[config.mk]
export PLATFORM = sky130hd
export DESIGN_NAME = mac_result_drain
export DESIGN_NICKNAME = d
export VERILOG_FILES = /design/src/rtl/mac_result_drain.sv
export SDC_FILE = /design/constraint.sdc
export NUM_CORES = 1
export LEC_CHECK = 0
export CAP_MARGIN = 20
export CORE_MARGIN = 2
export CORE_UTILIZATION = 35
export CTS_CLUSTER_DIAMETER = 200
export DETAILED_ROUTE_END_ITERATION = 8
export PLACE_DENSITY_LB_ADDON = 0.08
export RECOVER_POWER = 25
export SLEW_MARGIN = 5
export SYNTH_ARGS = -nofsm -noshare
export SYNTH_HDL_FRONTEND = slang
export SYNTH_SLANG_ARGS = --single-unit
[constraint.sdc]
create_clock -name clk -period 13.8 [get_ports clk]
set_input_delay 2.76 -clock clk [delete_from_list [all_inputs] [get_ports clk]]
set_output_delay 2.76 -clock clk [all_outputs]
set_load 0.02 [all_outputs]
[src/rtl/mac_result_drain.sv]
// Snapshots N signed accumulators on start, then streams them out as requantized,
// saturated OUT_W-bit beats over a ready/valid interface.
module mac_result_drain #(
  parameter int unsigned N      = 8,
  parameter int unsigned ACC_W  = 32,
  parameter int unsigned OUT_W  = 8,
  localparam int unsigned LANE_W = $clog2(N),
  localparam int unsigned SH_W   = $clog2(ACC_W)
) (
  input  logic                 clk,
  input  logic                 rst,
  input  logic                 start_i,
  input  logic [SH_W-1:0]      shift_i,
  input  logic [N*ACC_W-1:0]   acc_i,
  output logic                 mac_clr_o,
  output logic                 busy_o,
  output logic                 valid_o,
  input  logic                 ready_i,
  output logic [OUT_W-1:0]     data_o,
  output logic                 sat_o,
  output logic [LANE_W-1:0]    lane_o,
  output logic                 last_o,
  output logic                 done_o
);

  localparam int unsigned EXT_W = ACC_W + 1;
  localparam logic signed [EXT_W-1:0] Q_MAX = EXT_W'((2 ** (OUT_W - 1)) - 1);
  localparam logic signed [EXT_W-1:0] Q_MIN = EXT_W'(-(2 ** (OUT_W - 1)));
  localparam logic [LANE_W-1:0] LAST_LANE = LANE_W'(N - 1);

  typedef enum logic [1:0] {IDLE, PREP, SEND} state_e;

  state_e             state_q;
  logic [ACC_W-1:0]   shadow_q [N];
  logic [SH_W-1:0]    shift_q;
  logic [LANE_W-1:0]  idx_q;
  logic               mac_clr_q;
  logic               busy_q;
  logic               valid_q;
  logic [OUT_W-1:0]   data_q;
  logic               sat_q;
  logic [LANE_W-1:0]  lane_q;
  logic               last_q;
  logic               done_q;

  logic [LANE_W-1:0]  sel_d;
  logic [OUT_W-1:0]   qdata_d;
  logic               qsat_d;

  // Round-half-up arithmetic shift in a 33-bit domain, then clamp to the signed output range.
  function automatic logic [OUT_W:0] requant(input logic [ACC_W-1:0] x,
                                             input logic [SH_W-1:0]  s);
    logic signed [EXT_W-1:0] ext;
    logic signed [EXT_W-1:0] rnd;
    logic signed [EXT_W-1:0] r;
    ext = $signed({x[ACC_W-1], x});
    rnd = (s == '0) ? '0 : $signed(EXT_W'(1) << (s - SH_W'(1)));
    r   = (ext + rnd) >>> s;
    if (r > Q_MAX)      requant = {1'b1, Q_MAX[OUT_W-1:0]};
    else if (r < Q_MIN) requant = {1'b1, Q_MIN[OUT_W-1:0]};
    else                requant = {1'b0, r[OUT_W-1:0]};
  endfunction

  // One shared requantizer: lane 0 while preparing, the following lane while sending.
  always_comb begin
    sel_d            = (state_q == SEND) ? idx_q + LANE_W'(1) : '0;
    {qsat_d, qdata_d} = requant(shadow_q[sel_d], shift_q);
  end

  // Snapshot is unreset; its contents only matter after an accepted start.
  always_ff @(posedge clk) begin
    if (state_q == IDLE && start_i) begin
      for (int k = 0; k < int'(N); k++) begin
        shadow_q[k] <= acc_i[k*ACC_W +: ACC_W];
      end
    end
  end

  always_ff @(posedge clk or posedge rst) begin
    if (rst) begin
      state_q   <= IDLE;
      shift_q   <= '0;
      idx_q     <= '0;
      mac_clr_q <= 1'b0;
      busy_q    <= 1'b0;
      valid_q   <= 1'b0;
      data_q    <= '0;
      sat_q     <= 1'b0;
      lane_q    <= '0;
      last_q    <= 1'b0;
      done_q    <= 1'b0;
    end else begin
      done_q <= 1'b0;
      case (state_q)
        IDLE: begin
          if (start_i) begin
            shift_q   <= shift_i;
            idx_q     <= '0;
            mac_clr_q <= 1'b1;
            busy_q    <= 1'b1;
            state_q   <= PREP;
          end
        end
        PREP: begin
          data_q    <= qdata_d;
          sat_q     <= qsat_d;
          lane_q    <= '0;
          last_q    <= (N == 1);
          valid_q   <= 1'b1;
          mac_clr_q <= 1'b0;
          state_q   <= SEND;
        end
        SEND: begin
          if (valid_q && ready_i) begin
            if (idx_q == LAST_LANE) begin
              valid_q <= 1'b0;
              busy_q  <= 1'b0;
              last_q  <= 1'b0;
              done_q  <= 1'b1;
              state_q <= IDLE;
            end else begin
              idx_q  <= sel_d;
              data_q <= qdata_d;
              sat_q  <= qsat_d;
              lane_q <= sel_d;
              last_q <= (sel_d == LAST_LANE);
            end
          end
        end
        default: state_q <= IDLE;
      endcase
    end
  end

  assign mac_clr_o = mac_clr_q;
  assign busy_o    = busy_q;
  assign valid_o   = valid_q;
  assign data_o    = data_q;
  assign sat_o     = sat_q;
  assign lane_o    = lane_q;
  assign last_o    = last_q;
  assign done_o    = done_q;

endmodule

=== Word level (Yosys, flattened, before mapping) ===
Memory sizes are Yosys's and may differ from the RTL's.
Cells that the tools add are included.

* Memories: 1
* Output and inout bits: 17
* Memory bits (writable): 256
* Input port bits: 265
* Bits in registers: 27
* Word-level logic and storage cells: 75

{| class="wikitable"
|+ Memories
! memory !! depth !! width !! rd ports !! clocked after Yosys merged registers in !! wr ports !! line !! source
|-
| shadow_q || 8 || 32 || 1 || 0 || 8 || 34 || <nowiki>logic [ACC_W-1:0] shadow_q [N];</nowiki>
|}

* Shift operators: 2
* Reduce and logical (&&, ||, !) cells: 15
* Eq/ne operators: 8
* Multiplexer cells: 33
* Order comparisons: 2
* Add/subtract/negate cells: 3

{| class="wikitable"
|+ Operators by type and width
! operator !! number
|-
| 32-bit by 33-bit adder with 33-bit output || 1
|-
| 33-bit by 8-bit greater-than comparator with 1-bit output (second input constant) || 1
|-
| 33-bit by 8-bit less-than comparator with 1-bit output (second input constant) || 1
|-
| 33-bit two-way mux || 1
|-
| 1-bit by 5-bit << shifter with 33-bit output (first input constant) || 1
|-
| 33-bit by 5-bit >>> shifter with 33-bit output || 1
|-
| 9-bit two-way mux || 2
|-
| 8-bit two-way mux || 2
|-
| 8-bit case mux with 2 select lines || 1
|-
| 1-bit two-way mux || 12
|-
| 3-bit two-way mux || 4
|-
| 3-bit case mux with 2 select lines || 2
|-
| 1-bit case mux with 2 select lines || 5
|-
| 3-bit AND reduction || 3
|-
| 4-bit AND reduction || 2
|-
| 3-bit equality test (second input constant) || 2
|-
| 2-bit two-way mux || 3
|-
| 2-bit case mux with 3 select lines || 1
|-
| 2-bit AND reduction || 3
|-
| 2-bit nonzero test || 3
|-
| 5-bit logical NOT || 1
|-
| 5-bit by 1-bit subtractor with 5-bit output (second input constant) || 1
|-
| 2-bit by 1-bit != test with 1-bit output (second input constant) || 2
|-
| 2-bit != test (second input constant) || 2
|-
| other kinds (5) || 6
|}

=== Depth between registers and ports, before layout ===
Gate-level depths: netlist of the first run.

* Word-level depth: 11
* Mapped depth: 26
* Gate-level depth less buffers: 22

=== Least setup slack after synthesis of the first run ===
No wires, ideal clock.

* Kind: input port to flip-flop
* From: input start_i
* To: register shift_q[0]
* Setup time: 478 ps
* Cell stages on the path: 4
* Arrival: 10446 ps
* Path slack: 2875 ps
* Required time: 13322 ps
* Path buffers: 1
* Cells stage by stage: nor2b_1 -> and2_1 -> clkbuf_1 -> o21ai_0

* Word-level cells in the longest chain between the ends: 1

{| class="wikitable"
|+ RTL lines
! what !! line !! source
|-
| from (decl) || 12 || <nowiki>input logic start_i,</nowiki>
|-
| 2-bit AND reduction (no line) || -- ||
|-
| to (signal assigned) || 97 || <nowiki>shift_q <= shift_i;</nowiki>
|-
| to (decl) || 35 || <nowiki>logic [SH_W-1:0] shift_q;</nowiki>
|}

Every way passes these cells.
A chain may end at the register's enable or synchronous reset.

=== Worst setup path in the final report of the first run ===
* From: register state_q[1]
* To: register sat_q (netlist: sat_o)

* Word-level cells in the longest chain between the ends: 11
* Elaborated cells between the ends (all ways): 17
* Those cells by class: 1 x add/sub; 2 x order compare; 4 x eq/ne; 1 x shift; 6 x mux; 2 x reduce/logical; 1 x memory

{| class="wikitable"
|+ RTL lines
! what !! line !! source
|-
| from (decl) || 33 || <nowiki>state_e state_q;</nowiki>
|-
| from (signal assigned) || 81 || <nowiki>state_q <= IDLE;</nowiki>
|-
| from (signal assigned) || 101 || <nowiki>state_q <= PREP;</nowiki>
|-
| from (signal assigned) || 111 || <nowiki>state_q <= SEND;</nowiki>
|-
| 2-bit equality test || 66, 94 ||
|-
| 3-bit two-way mux || 66 || <nowiki>sel_d = (state_q == SEND) ? idx_q + LANE_W'(1) : '0;</nowiki>
|-
| memory 8 x 32 bit || -- ||
|-
| 32-bit by 33-bit adder with 33-bit output || 58 || <nowiki>r = (ext + rnd) >>> s;</nowiki>
|-
| 33-bit by 5-bit >>> shifter with 33-bit output || 58 ||
|-
| 33-bit by 8-bit less-than comparator with 1-bit output || 60 || <nowiki>else if (r < Q_MIN) requant = {1'b1, Q_MIN[OUT_W-1:0]};</nowiki>
|-
| 9-bit two-way mux || 60 ||
|-
| 9-bit two-way mux || 59 || <nowiki>if (r > Q_MAX) requant = {1'b1, Q_MAX[OUT_W-1:0]};</nowiki>
|-
| 1-bit two-way mux || 115 || <nowiki>if (idx_q == LAST_LANE) begin</nowiki>
|-
| 1-bit two-way mux || 114 || <nowiki>if (valid_q && ready_i) begin</nowiki>
|-
| 1-bit case mux with 2 select lines || 94 || <nowiki>case (state_q)</nowiki>
|-
| to (signal assigned) || 106 || <nowiki>sat_q <= qsat_d;</nowiki>
|-
| to (signal assigned) || 124 || <nowiki>sat_q <= qsat_d;</nowiki>
|-
| to (decl) || 41 || <nowiki>logic sat_q;</nowiki>
|}

Several ways; a longest one is shown, not always the timed one. The select of a mux whose other input is x is not followed.

==> flow_metrics.tcl, run 1 <==
set metrics [dict create \
    grt_usage_pct 23.36 \
    dr.pass1.iters 7 \
    synth_ff_type "edfxtp_1" \
    synth_top_cell_area_share_pct 48.49 \
    finalHoldViolCount 0 \
    crit_path_frequent_cell "a21oi_1" \
    ys.warnings.count 0 \
    crit_buf_inv 2 \
    antenna_left 0 \
    drive_above_1_share_pct 9.175 \
    yosysSeqAreaShare_pct 52.75 \
    fp.dieW_um 216.8 \
    cts_root_buffer "clkbuf_16" \
    async_flop_share_pct 9.541 \
    cts_buffer_depth 3 \
    dp_slack_ns 6.165 \
    wl_met1_um 24260 \
    route.met3.wl_um 3753 \
    ir_drop_mv 0.1105 \
    cts_setup_buffers 0 \
    cp-start-kind "register" \
    cap_violations 0 \
    rsz0062_at_grt "false" \
    nNetsFinal 1904 \
    clk_pin_slew_ns 0.06 \
    ys_ff_latch 283 \
    powerDensity_mw_per_mm2 244.3 \
    antenna_found_initial 8 \
    cts_resized 0 \
    relSlewSlack_pct 34.82 \
    synth.area.top_cells "edfxtp_1 48%, mux4_2 5.3%, dfrtp_1 4.3%, nand2_1 3.5%, ha_1 2.7%" \
    synth_edf_count 256 \
    power_leakage_nw 7.047 \
    drv_slew 0 \
    criticalPathCategory "register to register" \
    place_congestion 0.9583 \
    die_area_mm2 0.04701 \
    synth.top_cells.by_count "256 x edfxtp_1, 149 x nand2_1, 113 x nor2_1, 77 x a21oi_1, 58 x clkbuf_1" \
    cts_hold_buf 0 \
    port_buffers 281 \
    setup_tns_ns 0 \
    h-tree-depth 1 \
    cp_top_family "compound AO/OA/AOI/OAI gates" \
    drc 0 \
    avgSynthCellArea_um2 11.61 \
    cts_tree "yes" \
    cts_sinks 283 \
    period_share_pct 55.98 \
    syn_to_final_growth_pct 27.11 \
    outcome "finished clean" \
    hp-class "register to register" \
    wl_per_cell_um 25.01 \
    end_kind "register" \
    crit_slowest_cell "xnor2_2" \
    timing.fmax_mhz 129.4 \
    wl_met2_um 26410 \
    worstMarginPinSlew_ns 0.9744 \
    initial_core_util_pct 35.62 \
    dp_hpwl_um 40850 \
    initialDrtViolationCount 1324 \
    rrSetupSlack_ns 6.07 \
    cpPeakStageDelay_ns 0.78 \
    synth_top_area_cell "edfxtp_1" \
    power_mw 4.922 \
    grt_pass1_vias 13070 \
    worst-endpoint-arrival_ns 8.20 \
    synth_nets 1666 \
    yosysMostFrequentCell "edfxtp_1" \
    core_region_area_mm2 0.04451 \
    grt_max_degree 170 \
    min_period_ns 7.726 \
    viasPerCell 5.897 \
    numCtsBuffers 31 \
    whs_ns 0.4935 \
    syn_inst 1366 \
    cp.required_ns 14.27 \
    via_count 13110 \
    rows 77 \
    drt_wl_total_um 55620 \
    io_pins 282 \
    path_max_fanout 51 \
    worst_slack_ns 6.074 \
    die_h_um 216.8 \
    worstSkewPairLatency_ns 0.59 \
    path_cells "nor2b_2 -> nand2_4 -> buf_4 -> o221ai_1 -> a21oi_1 -> a21o_1 -> ha_1 -> inv_1 -> fa_1 -> nand2b_1 -> a21oi_1 -> o21ai_1 -> o21ai_0 -> a41oi_2 -> xnor2_2 -> nand2_1 -> and3b_1 -> a2111oi_0 -> o2111ai_1 -> nor4_4 -> nand3_1 -> a22o_1" \
    ys_types 101 \
    grt_pass1_wl_um 83460 \
    synth.cell_area_mm2 0.01585 \
    grt_overflow 0 \
    finalClockSkew_ns 0.005545 \
    finalSetupViolCount 0 \
    top_layer_used "met4" \
]
-- metrics by stage --
stage | util [%] | instance area (um2) | instances
final | 45.27 | 20150 | 2224
after detailed placement | 43.11 | 19190 | 2163
after CTS | 45.23 | 20130 | 2216
after floorplan | - | 15850 | 1366
after global routing | 45.25 | 20140 | 2220
after global placement | 43.05 | 19160 | 2162
-- registers in the layout, summed over array words and instances (netlist names) --
signal     count
data_o         8
shift_q        5
busy_o         1
last_o         1
done_o         1
mac_clr_o      1
sat_o          1
lane_o         3
idx_q          3
shadow_q     256
state_q        2
valid_o        1
-- cell families (layout without fill, tap and decap cells) --
kind of cell | after synthesis | after routing | synth area share [%]
AO/OA/AOI/OAI | 453 | 453 | 21.47
buffers and inverters | 113 | 371 | 2.991
XOR/XNOR | 18 | 18 | 1.042
adder cells (fa/ha/maj) | 35 | 35 | 2.810
multiplexers | 73 | 73 | 7.585
flip-flops | 283 | 283 | 52.75
AND/OR/NAND/NOR | 390 | 390 | 11.33
other | 1 | 9 | 0.02366
-- cells in the final DEF (no fill, tap or decap), types with 18 or more instances in the layout --
cell,count
a21o_1,32
a21oi_1,77
a221oi_1,37
a22oi_1,18
clkbuf_16,31
clkdlybuf4s50_1,136
dfrtp_1,27
dlygate4sd3_1,145
edfxtp_1,256
ha_1,34
mux2i_1,29
mux4_2,37
nand2_1,148
nand4_1,24
nor2_1,113
nor3_1,24
o211ai_1,20
o21ai_0,47
o221ai_1,47
o22ai_1,19
-- where the power goes --
group	switching, mW	leakage, nW	total [mW]	internal (mW)
clock network	0.335	0.454	0.782	0.447
registers	0.0549	2.73	1.21	1.15
logic	1.94	3.86	2.93	0.990
total	2.33	7.05	4.92	2.59
-- worst paths after layout --
check	start	endpoint	cells after the start
setup / recovery	state_q[1]$_DFFE_PP0P_	sat_o$_DFFE_PP0P_	22
min in group asynchronous	rst	data_o[7]$_DFFE_PP0P_	2
hold / removal	data_o[7]$_DFFE_PP0P_	data_o[7]$_DFFE_PP0P_	2
max in group asynchronous	rst	idx_q[1]$_DFFE_PP0P_	3
hold reg to reg	data_o[7]$_DFFE_PP0P_	data_o[7]$_DFFE_PP0P_	2
setup reg to reg	state_q[1]$_DFFE_PP0P_	sat_o$_DFFE_PP0P_	22
-- final cells by class --
type,instances,area [um2]
Inverter,18,67.56
Clock inverter,16,145.1
Antenna cell,8,20.02
Timing Repair Buffer,300,2988
Clock buffer,37,798.3
Fill cell,4139,24360
Tap cell,592,740.7
Multi-Input combinational cell,970,7028
Sequential cell,283,8363
-- worst min-delay path, cell delays in order, from the launching register on --
cell and delay (ns):
dfrtp_1 0.34, nand2_1 0.05, o21ai_0 0.06
-- routing by layer --
metal	up-vias	GRT usage, %
li1	5981	-
met1	6459	32.05
met2	590	38.47
met3	84	4.221
met4	0	5.525
met5	-	0
Note: power is estimated with default switching activity, not from simulation.
==> inputs of run 2 (changes only) <==
==> constraint.sdc (replaced) <==
create_clock -name clk -period 7.9 [get_ports clk]
set_input_delay 1.58 -clock clk [delete_from_list [all_inputs] [get_ports clk]]
set_output_delay 1.58 -clock clk [all_outputs]
set_load 0.02 [all_outputs]
==> run 2 against run 1 <==
  * Fmax increased by 7.9%
  * Clock skew rose by 0.010 ns
  * Combinational power rose by 85%
  * Clock-buffer cell count shrank 2
  * Sequential power up 76%
  * Total power up 81%
  * Critical path depth rose by 2
  * Cell count rose by 2.3%
  * Via count is 0.59% higher
==> flow_metrics.tcl, run 2 (synthesized netlist as in run 1, its figures left out) <==
set metrics [dict create \
    fillerInstances 4140 \
    finalSetupViolCount 0 \
    antenna_found_initial 2 \
    drv_slew 0 \
    timing.fmax_mhz 139.7 \
    cp-start-kind "register" \
    fp.dieW_um 216.8 \
    period_share_pct 90.61 \
    grt_overflow 0 \
    core_region_area_mm2 0.04451 \
    viasPerCell 5.796 \
    rsz0062_at_grt "false" \
    hp-class "register to register" \
    swShare_pct 46.25 \
    wl_per_cell_um 24.49 \
    pwr-share-clk_pct 15.4 \
    dp_hpwl_um 42160 \
    drt_wl_total_um 55750 \
    grt_usage_pct 23.67 \
    cts_tree "yes" \
    p_int_mw 4.795 \
    worstSkewPairLatency_ns 0.57 \
    die_h_um 216.8 \
    grt_pass1_wl_um 84610 \
    end_kind "register" \
    power_frac_comb_pct 60.8 \
    drive_above_1_share_pct 12.54 \
    cts_sinks 283 \
    port_buffers 281 \
    antenna_left 0 \
    switching_power_mw 4.126 \
    finalClockSkew_ns 0.01593 \
    setup_tns_ns 0 \
    rows 77 \
    powerDensity_mw_per_mm2 433.5 \
    numCtsBuffers 31 \
    cts_setup_buffers 0 \
    io_pins 282 \
    place_congestion 0.9143 \
    h-tree-depth 1 \
    relSlewSlack_pct 34.02 \
    cts_buffer_depth 3 \
    ir_drop_mv 0.1753 \
    place_area_mm2 0.01963 \
    via_count 13190 \
    clk_pin_slew_ns 0.06 \
    cp.required_ns 8.38 \
    cts_hold_buf 0 \
    worst-endpoint-arrival_ns 7.64 \
    nNetsFinal 1962 \
    min_period_ns 7.158 \
    syn_to_final_growth_pct 29.82 \
    drc 0 \
    power_leakage_nw 7.321 \
    grt_max_degree 118 \
    largest_reg_flops 256 \
    finalHoldViolCount 0 \
    cap_violations 0 \
    worstMarginPinSlew_ns 0.9647 \
    p_seq_share_pct 23.8 \
    grt_pass1_vias 13210 \
    top_register "shadow_q" \
    dr.pass1.iters 5 \
    path_max_fanout 24 \
    initialDrtViolationCount 1208 \
    die_area_mm2 0.04701 \
    final_common_cell "edfxtp_1" \
    criticalPathCategory "register to register" \
    cts_root_buffer "clkbuf_16" \
    cts_resized 0 \
    most-common-layout-cells "256 x edfxtp_1, 148 x nand2_1, 145 x dlygate4sd3_1" \
    initial_core_util_pct 35.62 \
    final_area_mm2 0.02058 \
    outcome "finished clean" \
]
## run 2: changes by cell type in the layout (fill, tap and decap cells not counted), sizes merged
cell,previous run,this run
diode,8,1
clkbuf,37,35
buf,19,77
clkinvlp,2,4
clkinv,12,13
## run 2: critical path: stages (launching register included)
cell	delay, ns
dfrtp_1	0.39
ha_1	0.21
ha_1	0.31
and2_4	0.37
buf_12	0.24
mux4_2	0.23
a21o_1	0.23
ha_1	0.24
inv_1	0.07
fa_1	0.39
nand2b_1	0.20
a21oi_1	0.32
o21ai_1	0.29
o21ai_0	0.48
a41oi_2	0.28
xnor2_2	0.34
buf_4	0.28
nand2_1	0.09
and3b_1	0.18
a2111oi_0	0.82
buf_4	0.24
o2111ai_1	0.19
nor4_4	0.27
a21boi_2	0.17
a22oi_1	0.22
## run 2: routing by layer
metal  wire length [um]  track usage [%]
met1              24310            32.66
met3               3564            3.648
met5                  0                0
met4               1354            6.005
met2              26510            39.07
## run 2: power by group through the flow
stage,registers (mW),clock network (mW),logic [mW]
2_1_floorplan,2.18,0,3.43
3_3_place_gp,2.15,0,5.41
3_5_place_dp,2.15,0,5.37
4_1_cts,2.13,1.41,5.39
5_1_grt,2.15,1.47,5.87
6_report,2.13,1.37,5.43
## run 2: path summary, 6_finish.rpt
kind	end	from	cells past startpoint	slack, ns
setup / recovery	data_o[0]$_DFFE_PP0P_	idx_q[0]$_DFFE_PP0P_	24	0.74
hold / removal	data_o[7]$_DFFE_PP0P_	data_o[7]$_DFFE_PP0P_	2	0.49
setup reg to reg	data_o[0]$_DFFE_PP0P_	idx_q[0]$_DFFE_PP0P_	24	0.74
hold reg to reg	data_o[7]$_DFFE_PP0P_	data_o[7]$_DFFE_PP0P_	2	0.49
max in group asynchronous	idx_q[2]$_DFFE_PP0P_	rst	3	6.24
min in group asynchronous	shift_q[4]$_DFFE_PP0P_	rst	3	1.38
## run 2: final cells by class
cell class,instances,area [um2],share of cell area [%]
repair buffers,358,3428,16.66
inverters,18,67.56,0.3283
clock buffers,35,790.8,3.842
diodes,1,2.502,0.01216
flip-flops and latches,283,8363,40.64
clock inverters,19,158.9,0.7721
well taps,592,740.7,3.599
multi-input cells,970,7028,34.15
## run 2: through the flow
| step | total power, mW | hold WS (ns) | util, % | std cells | setup WS [ns] |
|---|---|---|---|---|---|
| 2_1_floorplan | 5.618 | 0.4875 | - | 1366 | 1.812 |
| 3_3_place_gp | 7.568 | 0.4719 | 44.10 | 2221 | 0.9731 |
| 3_5_place_dp | 7.520 | 0.4948 | 44.10 | 2221 | 0.8923 |
| 4_1_cts | 8.933 | 0.5088 | 46.23 | 2275 | 0.8779 |
| 5_1_grt | 9.489 | 0.5380 | 46.23 | 2275 | 0.2799 |
| 6_report | 8.921 | 0.4943 | 46.24 | 2276 | 0.7417 |
